===== src/rtl/trng_pkg.sv =====
// Shared types and constants for the Markov-aware TRNG post-processor.
// Lane state is sized for the largest supported context length (ORDER <= 4)
// so one struct type serves every ORDER; lanes mask off the unused bits.
package trng_pkg;

  localparam int unsigned MAX_ORDER = 4;
  localparam int unsigned MAX_CTX   = 16;
  localparam int unsigned WARM_W    = 3;
  localparam int unsigned OVF_W     = 16;

  // Number of Markov contexts for a given history length.
  function automatic int unsigned ctx_w(input int unsigned order);
    return 32'd1 << order;
  endfunction

  typedef struct packed {
    logic [MAX_CTX-1:0]   pend;
    logic [MAX_CTX-1:0]   pend_v;
    logic [WARM_W-1:0]    warm;
    logic [MAX_ORDER-1:0] hist;
  } lane_state_t;

endpackage


===== src/rtl/markov_vn_lane.sv =====
// One entropy channel: ORDER-bit history, per-context von Neumann pair bank
// and emit decision. Emission is combinational so the packer can consume it
// on the same edge that samples the raw bit.
//   clk, reset     : clock, synchronous active-high reset
//   flush          : clear all lane state, discard this cycle's bit
//   bit_valid      : bit_in is sampled this cycle
//   raw_mode       : pass every valid bit through, hold lane state
//   bit_in         : raw entropy bit
//   emit_v, emit_b : an output bit is produced this cycle, and its value
module markov_vn_lane
  import trng_pkg::*;
#(
  parameter int unsigned ORDER = 1
) (
  input  logic clk,
  input  logic reset,
  input  logic flush,
  input  logic bit_valid,
  input  logic raw_mode,
  input  logic bit_in,
  output logic emit_v,
  output logic emit_b
);

  localparam logic [MAX_ORDER-1:0] HMASK     = MAX_ORDER'(ctx_w(ORDER) - 1);
  localparam logic [WARM_W-1:0]    WARM_FULL = WARM_W'(ORDER);

  lane_state_t              st_q, st_d;
  logic [MAX_ORDER-1:0]     ctx;
  logic [MAX_ORDER-1:0]     hist_shift;

  // Newest bit enters at the LSB; mask keeps only ORDER bits (none for ORDER=0).
  assign ctx        = st_q.hist & HMASK;
  assign hist_shift = ((st_q.hist << 1) | {{(MAX_ORDER-1){1'b0}}, bit_in}) & HMASK;

  // Next lane state and emit decision.
  always_comb begin
    st_d   = st_q;
    emit_v = 1'b0;
    emit_b = 1'b0;
    if (flush) begin
      st_d = '0;
    end else if (bit_valid) begin
      if (raw_mode) begin
        emit_v = 1'b1;
        emit_b = bit_in;
      end else if (st_q.warm != WARM_FULL) begin
        st_d.warm = st_q.warm + WARM_W'(1);
        st_d.hist = hist_shift;
      end else begin
        if (!st_q.pend_v[ctx]) begin
          st_d.pend[ctx]   = bit_in;
          st_d.pend_v[ctx] = 1'b1;
        end else begin
          st_d.pend_v[ctx] = 1'b0;
          // Unequal pair emits its first bit: 10 -> 1, 01 -> 0.
          if (st_q.pend[ctx] != bit_in) begin
            emit_v = 1'b1;
            emit_b = st_q.pend[ctx];
          end
        end
        st_d.hist = hist_shift;
      end
    end
  end

  // Lane state register.
  always_ff @(posedge clk) begin
    if (reset) st_q <= '0;
    else       st_q <= st_d;
  end

endmodule


===== src/rtl/trng_markov_extractor.sv =====
// Multi-channel TRNG post-processor: NCH Markov/von Neumann lanes feed an
// LSB-first word packer and a DEPTH-entry FIFO with valid/ready output.
//   clk, reset   : clock, synchronous active-high reset
//   latch_bit    : raw bits, one per channel, sampled when bit_valid = 1
//   raw_mode     : 1 packs every valid bit unprocessed (health-test bypass)
//   out_valid    : FIFO head is valid
//   out          : FIFO head word
//   out_ready    : consumer accepts the head word
//   overflow_cnt : saturating count of words dropped on a full FIFO
module trng_markov_extractor
  import trng_pkg::*;
#(
  parameter int unsigned NCH   = 4,
  parameter int unsigned ORDER = 1,
  parameter int unsigned WIDTH = 32,
  parameter int unsigned DEPTH = 4
) (
  input  logic             clk,
  input  logic             reset,
  input  logic [NCH-1:0]   latch_bit,
  input  logic             bit_valid,
  input  logic             raw_mode,
  output logic             out_valid,
  output logic [WIDTH-1:0] out,
  input  logic             out_ready,
  output logic [OVF_W-1:0] overflow_cnt
);

  localparam int unsigned ACC_W  = WIDTH + NCH;
  localparam int unsigned CNT_W  = $clog2(ACC_W + 1);
  localparam int unsigned IDX_W  = $clog2(ACC_W);
  localparam int unsigned AW     = $clog2(DEPTH);
  localparam int unsigned FCNT_W = $clog2(DEPTH + 1);
  localparam logic [CNT_W-1:0]  WIDTH_C = CNT_W'(WIDTH);
  localparam logic [FCNT_W-1:0] DEPTH_C = FCNT_W'(DEPTH);

  logic              mode_q;
  logic              flush;
  logic [NCH-1:0]    emit_v;
  logic [NCH-1:0]    emit_b;

  logic [ACC_W-1:0]  acc_q, acc_d;
  logic [CNT_W-1:0]  cnt_q, cnt_d;
  logic [CNT_W-1:0]  pos;
  logic [WIDTH-1:0]  word_c;
  logic              word_done;

  logic [WIDTH-1:0]  mem_q [DEPTH];
  logic [WIDTH-1:0]  mem_d [DEPTH];
  logic [FCNT_W-1:0] fcnt_q, fcnt_d;
  logic [FCNT_W-1:0] widx;
  logic              valid_q;
  logic [OVF_W-1:0]  ovf_q, ovf_d;
  logic              pop, push, full;

  // A mode change restarts extraction from a clean state.
  assign flush = raw_mode ^ mode_q;

  for (genvar g = 0; g < NCH; g++) begin : g_lane
    markov_vn_lane #(.ORDER(ORDER)) u_lane (
      .clk       (clk),
      .reset     (reset),
      .flush     (flush),
      .bit_valid (bit_valid),
      .raw_mode  (raw_mode),
      .bit_in    (latch_bit[g]),
      .emit_v    (emit_v[g]),
      .emit_b    (emit_b[g])
    );
  end

  // Packer: append this cycle's emitted bits in channel order at cnt.
  // Bits above cnt are kept zero so the shift-down leaves a clean remainder.
  always_comb begin
    acc_d     = acc_q;
    cnt_d     = cnt_q;
    pos       = cnt_q;
    word_c    = '0;
    word_done = 1'b0;
    for (int unsigned i = 0; i < NCH; i++) begin
      if (emit_v[i]) begin
        acc_d[IDX_W'(pos)] = emit_b[i];
        pos                = pos + CNT_W'(1);
      end
    end
    if (flush) begin
      acc_d = '0;
      cnt_d = '0;
    end else if (pos >= WIDTH_C) begin
      word_done = 1'b1;
      word_c    = acc_d[WIDTH-1:0];
      acc_d     = acc_d >> WIDTH;
      cnt_d     = pos - WIDTH_C;
    end else begin
      cnt_d = pos;
    end
  end

  // Shift FIFO: entry 0 is the registered head driving out.
  always_comb begin
    mem_d = mem_q;
    ovf_d = ovf_q;
    pop   = valid_q & out_ready;
    full  = (fcnt_q == DEPTH_C);
    push  = word_done & (~full | pop);
    if (pop) begin
      for (int unsigned i = 0; i < DEPTH - 1; i++) mem_d[i] = mem_q[i+1];
    end
    widx = pop ? fcnt_q - FCNT_W'(1) : fcnt_q;
    if (push) mem_d[AW'(widx)] = word_c;
    fcnt_d = fcnt_q + FCNT_W'(push) - FCNT_W'(pop);
    if (word_done && !push && (ovf_q != '1)) ovf_d = ovf_q + OVF_W'(1);
  end

  // Packer, FIFO and mode registers.
  always_ff @(posedge clk) begin
    if (reset) begin
      mode_q  <= 1'b0;
      acc_q   <= '0;
      cnt_q   <= '0;
      mem_q   <= '{default: '0};
      fcnt_q  <= '0;
      valid_q <= 1'b0;
      ovf_q   <= '0;
    end else begin
      mode_q  <= raw_mode;
      acc_q   <= acc_d;
      cnt_q   <= cnt_d;
      mem_q   <= mem_d;
      fcnt_q  <= fcnt_d;
      valid_q <= (fcnt_d != '0);
      ovf_q   <= ovf_d;
    end
  end

  assign out_valid    = valid_q;
  assign out          = mem_q[0];
  assign overflow_cnt = ovf_q;

endmodule


===== config.mk =====
export PLATFORM = sky130hd
export DESIGN_NAME = trng_markov_extractor
export DESIGN_NICKNAME = d
export VERILOG_FILES = /design/src/rtl/trng_pkg.sv /design/src/rtl/markov_vn_lane.sv /design/src/rtl/trng_markov_extractor.sv
export SDC_FILE = /design/constraint.sdc
export NUM_CORES = 1
export LEC_CHECK = 0
export ABC_AREA = 1
export BUFFER_PORTS_ARGS = -buffer_cell sky130_fd_sc_hd__buf_2
export CAP_MARGIN = 5
export CELL_PAD_IN_SITES_DETAIL_PLACEMENT = 0
export CELL_PAD_IN_SITES_GLOBAL_PLACEMENT = 1
export CORE_AREA = 2 2 196 198
export DETAILED_ROUTE_END_ITERATION = 6
export DIE_AREA = 0 0 198 200
export PLACE_DENSITY_LB_ADDON = 0.3
export SYNTH_ARGS = -nofsm -noshare
export SYNTH_HDL_FRONTEND = slang
export SYNTH_SLANG_ARGS = --single-unit

===== constraint.sdc =====
create_clock -name clk -period 6.59 [get_ports clk]
set_input_delay 1.318 -clock clk [delete_from_list [all_inputs] [get_ports clk]]
set_output_delay 1.318 -clock clk [all_outputs]
set_load 0.02 [all_outputs]

==> out/qor.csv, run 1 <==
metric,value,unit
gr-total-overflow,0,
cts_setup_buffers,0,
gp_congestion,0.910,
synth-edff-count,0,
cts_resized,0,
core.rowCount,71,
die_x,198,µm
cp_common_cell,inv_1,
dp_hpwl,27500,µm
holdCritPathClass,reg2reg,
place_inst,2764,
cts-hold-fix-buffers,0,
multi_input_area,0.00791,mm²
cp.required,7.04,ns
slowest_stage,fa_1,
grt_setup_unrepaired,false,
worst-path-max-fanout,12,
place_area,0.0141,mm²
wl,41300,µm
numCtsBuffers,27,
fin_setup_tns,0,ns
final-seq-area,0.00446,mm²
async_flop_share,0,%
area_delta_synth_final,8.59,%
synth_cells,2304,
layout-drive-gt1-share,8.04,%
path_class,in2reg,
chipHeight,200,µm
post-route-drc-count,0,
slew_violations,0,
grt_pass1_vias,12837,
finalSetupViolCount,0,
synth.top_cells.by_count,"955 x nand2_1, 335 x nor2_1, 223 x dfxtp_1, 140 x inv_1, 124 x a21oi_1",
cts_sinks,223,
finalHoldViolCount,0,
grt_max_degree,104,
synth.most_common_cell,nand2_1,
yosysSeqAreaShare,32.4,%
startpoint_type,input pin,
antenna_left,0,
clk_pin_slew_worst_paths,0.06,ns
stdcell_count,2813,
core_area,0.0374,mm²
viasPerCell,4.86,
ys_warn_count,0,
final_util,40.0,%
max_freq,182,MHz
post-route-min-period,5.49,ns
clk_latency,0.56,ns
power_density,287,mW/mm²
synth_fp_nets,2334,
p_leak,6.83,nW
yosys.cell_types.count,45,
syn_area,0.0138,mm²
synthFlopType,dfxtp_1,
cts_tree,done,
avgSynthCellArea,5.98,µm²
clockBufferDepth,3,
antenna_found_initial,0,
vias,13680,
drt-initial-drc-count,794,
fin_crit_sh,83.3,%
tightest_slew,1.13,ns
synthTopCellsByArea,"dfxtp_1 32%, nand2_1 26%, nor2_1 9.1%",
die_area,0.0396,mm²
first_pass_iters,6,
yosysTopAreaCell,dfxtp_1,
cts_root_buf,clkbuf_16,
wl_per_cell,14.7,µm
grt.total_usage,21.1,%
critPathMaxStageDelay,0.35,ns
ir_drop,0.000170,V
max_cap_violations,0,
slew_headroom,24.9,%
ys_seq_elements,223,
start_util,36.8,%
grt_pass1_wl,66600,µm
status,finished clean,
end_kind,flop,
synth_top_area_share,32.4,%
portBuffers,57,
fillCellCount,4132,
design_area,0.0150,mm²
fin_skew,0.0153,ns
io_pins,58,
nets,2312,
htree_levels,1,
arrival,5.94,ns
p_total,0.00429,W
-- flip-flops by register name, indices dropped and copies added (netlist names), named ones only --
signal and flops:
acc_q 36, cnt_q 6, fcnt_q 3, g_lane.u_lane.ctx 4, g_lane.u_lane.st_q 20, mem_q 96, mode_q 1, out 32
out_valid 1, overflow_cnt 16
-- stage by stage --
stage | setup WS (ns) | hold WS (ns)
5_1_grt | 0.559 | 0.481
6_report | 1.10 | 0.452
4_1_cts | 1.10 | 0.453
2_1_floorplan | 1.04 | 0.425
3_3_place_gp | 0.632 | 0.438
3_5_place_dp | 0.519 | 0.444
-- area by class of cell --
class,instances,area share (%)
multi-input combinational,1788,52.9
sequential,223,29.9
clock buffer,41,5.07
tap,511,4.28
inverter,158,4.00
timing repair buffer,84,3.26
clock inverter,7,0.628
antenna,1,0.0167
-- cell families (layout without fill, tap and decap cells) --
| logic type | Yosys count | in the layout | synth area share [%] |
|---|---|---|---|
| XOR/XNOR | 15 | 15 | 1.01 |
| buffers and inverters | 293 | 290 | 10.2 |
| AO/OA/AOI/OAI | 257 | 257 | 9.81 |
| AND/OR/NAND/NOR | 1490 | 1490 | 44.3 |
| adder cells (fa/ha/maj) | 21 | 21 | 1.96 |
| other | 1 | 2 | 0.0272 |
| multiplexers | 4 | 4 | 0.291 |
| flip-flops | 223 | 223 | 32.4 |
-- layout by cell type, fill, tap and decap left out, drive strengths merged, types with 6 or more instances in the layout --
cell / instances
o211ai: 18
clkbuf: 41
a21oi: 124
xnor2: 6
nor2: 345
nand3: 113
nand4: 37
buf: 84
nand2: 973
xor2: 9
o21ai: 112
nor3: 9
inv: 157
ha: 20
and2: 7
dfxtp: 223
-- power breakdown --
group	switching (W)	leakage (nW)	total [W]	internal, W
clock	0.000601	0.408	0.00147	0.000867
sequential	0.0000980	1.81	0.00163	0.00154
combinational	0.000821	4.62	0.00119	0.000370
-- critical path, delay by kind of cell --
kind | cells | cell delay [ns]
AOI/OAI and AO/OA | 1 | 0.21
adders and majority gates | 6 | 1.53
xor gates and xnor gates | 1 | 0.08
and+or+nand+nor | 18 | 2.25
buffers and inverters | 8 | 0.53
-- routing by layer --
layer  track usage, %  wire length (µm)  vias to the layer above
met5                0                 0                        -
met4             8.16              1650                        0
met3             3.71              2250                       83
met2             36.0             18800                      310
met1             26.7             18600                     6134
li1                 -                 -                     7153
-- worst paths after layout --
path                              end  cells after the start                     start  slack (ns)
max                         out_valid                     34              latch_bit[0]        1.10
min          g_lane[0].u_lane.st_q[6]                      2  g_lane[0].u_lane.st_q[6]        0.45
max reg2reg                 out_valid                     34   g_lane[0].u_lane.ctx[0]        1.41
min reg2reg  g_lane[0].u_lane.st_q[6]                      2  g_lane[0].u_lane.st_q[6]        0.45
No activity file was read; power rests on OpenSTA's default activity.
==> run 2: changes to the inputs <==
Clock period 6.59 ns to 4.93 ns, I/O delays scaled along.
==> run 2 against run 1 <==
Against the previous run:
- die area unchanged
- sequential power up 34%
- hold slack better by 0.0026 ns
- via count up 2.5%
- register-to-register slack worse by 1.0 ns
- clock power up 44%
- non-clock buffer count up 79
- critical path depth up 1
- wire length up 1.2%
- design area up 5.7%
- critical path type unchanged
- largest power group unchanged
- highest routed layer unchanged
==> out/qor.csv, run 2 (synthesis results as in run 1) <==
metric,value,unit,change
n_antenna_cell,0,,-1
grt.total_usage,21.4,%,+0.22 points
combPwrFrac,28.0,%,+0.3 points
max_freq,218,MHz,
layout-drive-gt1-share,12.3,%,+4.3 points
cts_tree,done,,
grt_setup_unrepaired,false,,
startpoint_type,input pin,,
drt-initial-drc-count,835,,+5.2%
wl_per_cell,14.4,µm,-1.7%
cts_resized,0,,unchanged
multi_input_area,0.00801,mm²,+1.3%
htree_levels,1,,unchanged
die_area,0.0396,mm²,unchanged
cts_root_buf,clkbuf_16,,
cts-hold-fix-buffers,0,,unchanged
tightest_slew,0.918,ns,-0.207 ns
p_seq_share,36.5,%,-1.6 points
post-route-drc-count,0,,unchanged
power_density,378,mW/mm²,+32%
core_area,0.0374,mm²,unchanged
timing.final.ws_setup,0.351,ns,-0.748 ns
cp.required,5.37,ns,-1.67 ns
final_cell_mix,"949 x nand2_1, 335 x nor2_1, 222 x dfxtp_1",,
dpl_worst_slack,-0.219,ns,-0.738 ns
antenna_left,0,,unchanged
max_cap_violations,0,,unchanged
largest_register_ffs,96,,unchanged
worst-path-max-fanout,4,,-8
final_common_cell,nand2_1,,
fin_crit_sh,92.9,%,
grt_max_degree,88,,-15%
place_inst,2843,,+2.9%
nets,2392,,+3.5%
numCtsBuffers,28,,+3.7%
end_kind,flop,,
chipHeight,200,µm,unchanged
gp_congestion,0.896,,-1.6%
cts_sinks,223,,unchanged
power.share.clock,35.5,%,+1.3 points
intPower,0.00390,W,+41%
clk_pin_slew_worst_paths,0.05,ns,about the same
clk_latency,0.56,ns,about the same
holdCritPathClass,reg2reg,,
grtUsageMet2,38.3,%,+2.3 points
finalSetupViolCount,0,,unchanged
arrival,5.02,ns,-0.92 ns
slew_headroom,38.6,%,+14 points
area_delta_synth_final,14.8,%,
ir_drop,0.000344,V,+100%
grt-busiest-layer,met2,,
start_util,36.8,%,unchanged
cts_setup_buffers,0,,unchanged
status,finished clean,,
clockBufferDepth,3,,unchanged
core.rowCount,71,,unchanged
p_leak,7.30,nW,+6.9%
first_pass_iters,5,,-1
wl,41800,µm,+1.2%
fillCellCount,4096,,-0.87%
fin_setup_tns,0,ns,unchanged
p_switching,0.00208,W,+37%
io_pins,58,,unchanged
antenna_found_initial,0,,unchanged
fin_skew,0.0199,ns,+0.00461 ns
grt_use_met1,26.6,%,-0.14 points
final-seq-area,0.00447,mm²,about the same
path_class,in2reg,,
viasPerCell,4.85,,-0.35%
switching_share,34.8,%,-0.56 points
grt_pass1_wl,67700,µm,+1.6%
grt_pass1_vias,13340,,+3.9%
gr-total-overflow,0,,unchanged
critPathMaxStageDelay,0.35,ns,about the same
slew_violations,0,,unchanged
met3_usage,3.51,%,-0.20 points
finalHoldViolCount,0,,unchanged
fin_hold_ws,0.455,ns,+0.00261 ns
post-route-min-period,4.58,ns,
die_x,198,µm,unchanged
portBuffers,57,,unchanged
stdcell_count,2894,,+2.9%
dp_hpwl,28800,µm,+4.8%
max_flop_register,mem_q,,
vias,14025,,+2.5%
slowest_stage,fa_2,,
## run 2: final cells by class
class	instances	share of cell area [%]
clock buffers	39	5.27
clock inverters	12	0.768
inverters	158	3.86
multi-input cells	1788	50.6
flip-flops and latches	223	28.2
well taps	511	4.04
repair buffers	163	7.16
## run 2: critical path: cells and delay by family
kind	cells	cell delay, ns
adder cells (fa/ha/maj)	6	1.36
AND/OR/NAND/NOR	18	1.72
AO/OA/AOI/OAI	1	0.24
buffers and inverters	9	0.67
XOR/XNOR	1	0.08
## run 2: power groups by stage
stage	Sequential (W)	Combinational [W]	Clock (W)
global placement	0.00222	0.00167	0
global route	0.00221	0.00194	0.00225
CTS	0.00219	0.00169	0.00219
floorplan	0.00219	0.00143	0
detailed placement	0.00222	0.00168	0
finish	0.00218	0.00167	0.00212
## run 2: routing by layer
| layer | up-vias | part of all wire (%) |
|---|---|---|
| li1 | 7337 | - |
| met1 | 6284 | 45 |
| met2 | 333 | 47 |
| met3 | 71 | 5.5 |
| met4 | 0 | 2.6 |
| met5 | - | 0 |
## run 2: stage by stage
| step | cell area [µm²] | util [%] | power, W |
|---|---|---|---|
| after floorplan | 13900 | - | 0.00362 |
| after global placement | 14800 | 39.7 | 0.00389 |
| after detailed placement | 14800 | 39.7 | 0.00391 |
| after CTS | 15800 | 42.2 | 0.00607 |
| after global routing | 15800 | 42.3 | 0.00641 |
| final | 15800 | 42.3 | 0.00598 |
## run 2: worst paths after layout
kind / from / to / slack [ns] / cells past startpoint
setup / recovery: latch_bit[0] / out_valid / 0.35 / 35
hold / removal: g_lane[0].u_lane.st_q[6] / g_lane[0].u_lane.st_q[6] / 0.45 / 2
setup reg to reg: g_lane[0].u_lane.ctx[0] / out_valid / 0.40 / 35
hold reg to reg: g_lane[0].u_lane.st_q[6] / g_lane[0].u_lane.st_q[6] / 0.45 / 2
==> run 3: changes to the inputs <==
Settings changed: CTS_BUF_LIST set to sky130_fd_sc_hd__clkbuf_16, RECOVER_POWER set to 100.
==> run 3 against run 2 <==
Against the previous run:
- sequential share of layout area rose by 0.38 points
- register-to-register slack got worse by 0.04 ns
- total power is 2.5% lower
- clock power shrank 5%
- clock skew hardly changed
- setup slack got worse by 0.037 ns
- die area did not move
- via count down 0.25%
- critical path type unchanged
- largest cell class unchanged
- highest routed layer unchanged
==> out/qor.csv, run 3 (synthesis results as in run 1) <==
metric,value,unit,change
status,finished clean,,
holdCritPathClass,reg2reg,,
wl,41700,µm,-0.25%
cts_tree,done,,
post-route-drc-count,0,,unchanged
max_cap_violations,0,,unchanged
dp_hpwl,28800,µm,unchanged
arrival,5.06,ns,+0.04 ns
portBuffers,57,,unchanged
io_pins,58,,unchanged
place_inst,2843,,unchanged
gp_congestion,0.896,,unchanged
grt.total_usage,21.3,%,-0.025 points
core.rowCount,71,,unchanged
final_util,41.7,%,-0.56 points
clk_latency,0.56,ns,about the same
worst-path-max-fanout,4,,unchanged
fin_skew,0.0195,ns,-0.000449 ns
layout-drive-gt1-share,8.90,%,-3.4 points
fin_hold_ws,0.457,ns,+0.00193 ns
gr-total-overflow,0,,unchanged
fin_crit_sh,93.6,%,+0.75 points
slew_headroom,28.9,%,-9.7 points
cts_sinks,223,,unchanged
clockBufferDepth,3,,unchanged
first_pass_iters,5,,unchanged
hold_depth,2,,unchanged
fin_setup_tns,0,ns,unchanged
end_kind,flop,,
final_common_cell,nand2_1,,
critPathMaxStageDelay,0.35,ns,about the same
antenna_left,0,,unchanged
finalSetupViolCount,0,,unchanged
vias,13990,,-0.25%
chipHeight,200,µm,unchanged
max_freq,217,MHz,-0.80%
grt_setup_unrepaired,false,,
startpoint_type,input pin,,
clk_pin_slew_worst_paths,0.05,ns,about the same
die_x,198,µm,unchanged
p_leak,7.01,nW,-4.0%
nets,2392,,unchanged
cts_setup_buffers,0,,unchanged
path_class,in2reg,,
finalHoldViolCount,0,,unchanged
stdcell_count,2894,,unchanged
cp.required,5.37,ns,about the same
n_antenna_cell,0,,unchanged
start_util,36.8,%,unchanged
grt_pass1_vias,13384,,+0.33%
cts_resized,0,,unchanged
cts-hold-fix-buffers,0,,unchanged
largest_register_ffs,96,,unchanged
slowest_stage,fa_2,,
max_flop_register,mem_q,,
drt-initial-drc-count,883,,+5.7%
slew_violations,0,,unchanged
area_delta_synth_final,13.3,%,
r2r_cells,32,,-8.6%
final_cell_mix,"950 x nand2_1, 337 x nor2_1, 222 x dfxtp_1",,
viasPerCell,4.83,,-0.25%
die_area,0.0396,mm²,unchanged
cts_root_buf,clkbuf_16,,
core_area,0.0374,mm²,unchanged
grt_pass1_wl,67600,µm,about the same
htree_levels,1,,unchanged
numCtsBuffers,28,,unchanged
power_density,374,mW/mm²,-1.2%
tightest_slew,1.07,ns,+0.147 ns
ir_drop,0.000343,V,-0.10%
grt_max_degree,88,,unchanged
post-route-min-period,4.62,ns,+0.0369 ns
antenna_found_initial,0,,unchanged
wl_per_cell,14.4,µm,-0.25%
## run 3: critical path, delay by kind of cell
| kind | cells | cell delay [ns] |
|---|---|---|
| xor+xnor | 1 | 0.08 |
| compound gates | 1 | 0.24 |
| buf+inv | 7 | 0.48 |
| simple gates | 17 | 1.90 |
| fa+ha+maj | 6 | 1.42 |
## run 3: routing by layer
layer	vias to the layer above	track usage, %	part of all wire [%]
met3	80	3.46	5.7
met1	6259	26.6	45
met5	-	0	0
li1	7331	-	-
met4	0	5.63	2.8
met2	320	38.3	47
## run 3: where the power goes
part	switching [W]	internal [W]
Combinational	0.00110	0.000534
Clock	0.000844	0.00116
Sequential	0.000133	0.00205
Total	0.00208	0.00375
## run 3: cell type report
cell class | instances | area, µm²
clock buffer | 29 | 726
clock inverter | 22 | 159
fill | 4147 | 21800
inverter | 158 | 608
multi-input combinational | 1788 | 7990
sequential | 223 | 4470
tap | 511 | 639
timing repair buffer | 163 | 1010
## run 3: worst paths after layout
path / start / slack [ns] / to
worst max-delay path: latch_bit[0] / 0.31 / out_valid
worst min-delay path: g_lane[0].u_lane.st_q[6] / 0.46 / g_lane[0].u_lane.st_q[6]
worst max register to register: g_lane[0].u_lane.ctx[0] / 0.36 / out_valid
worst min register to register: g_lane[0].u_lane.st_q[6] / 0.46 / g_lane[0].u_lane.st_q[6]
## run 3: stage by stage
step | worst slack [ns] | power [W] | area, µm²
floorplan | -0.0824 | 0.00362 | 13900
global placement | -0.183 | 0.00389 | 14800
detailed placement | -0.219 | 0.00391 | 14800
CTS | 0.137 | 0.00594 | 15700
global route | 0.00962 | 0.00625 | 15600
finish | 0.314 | 0.00583 | 15600
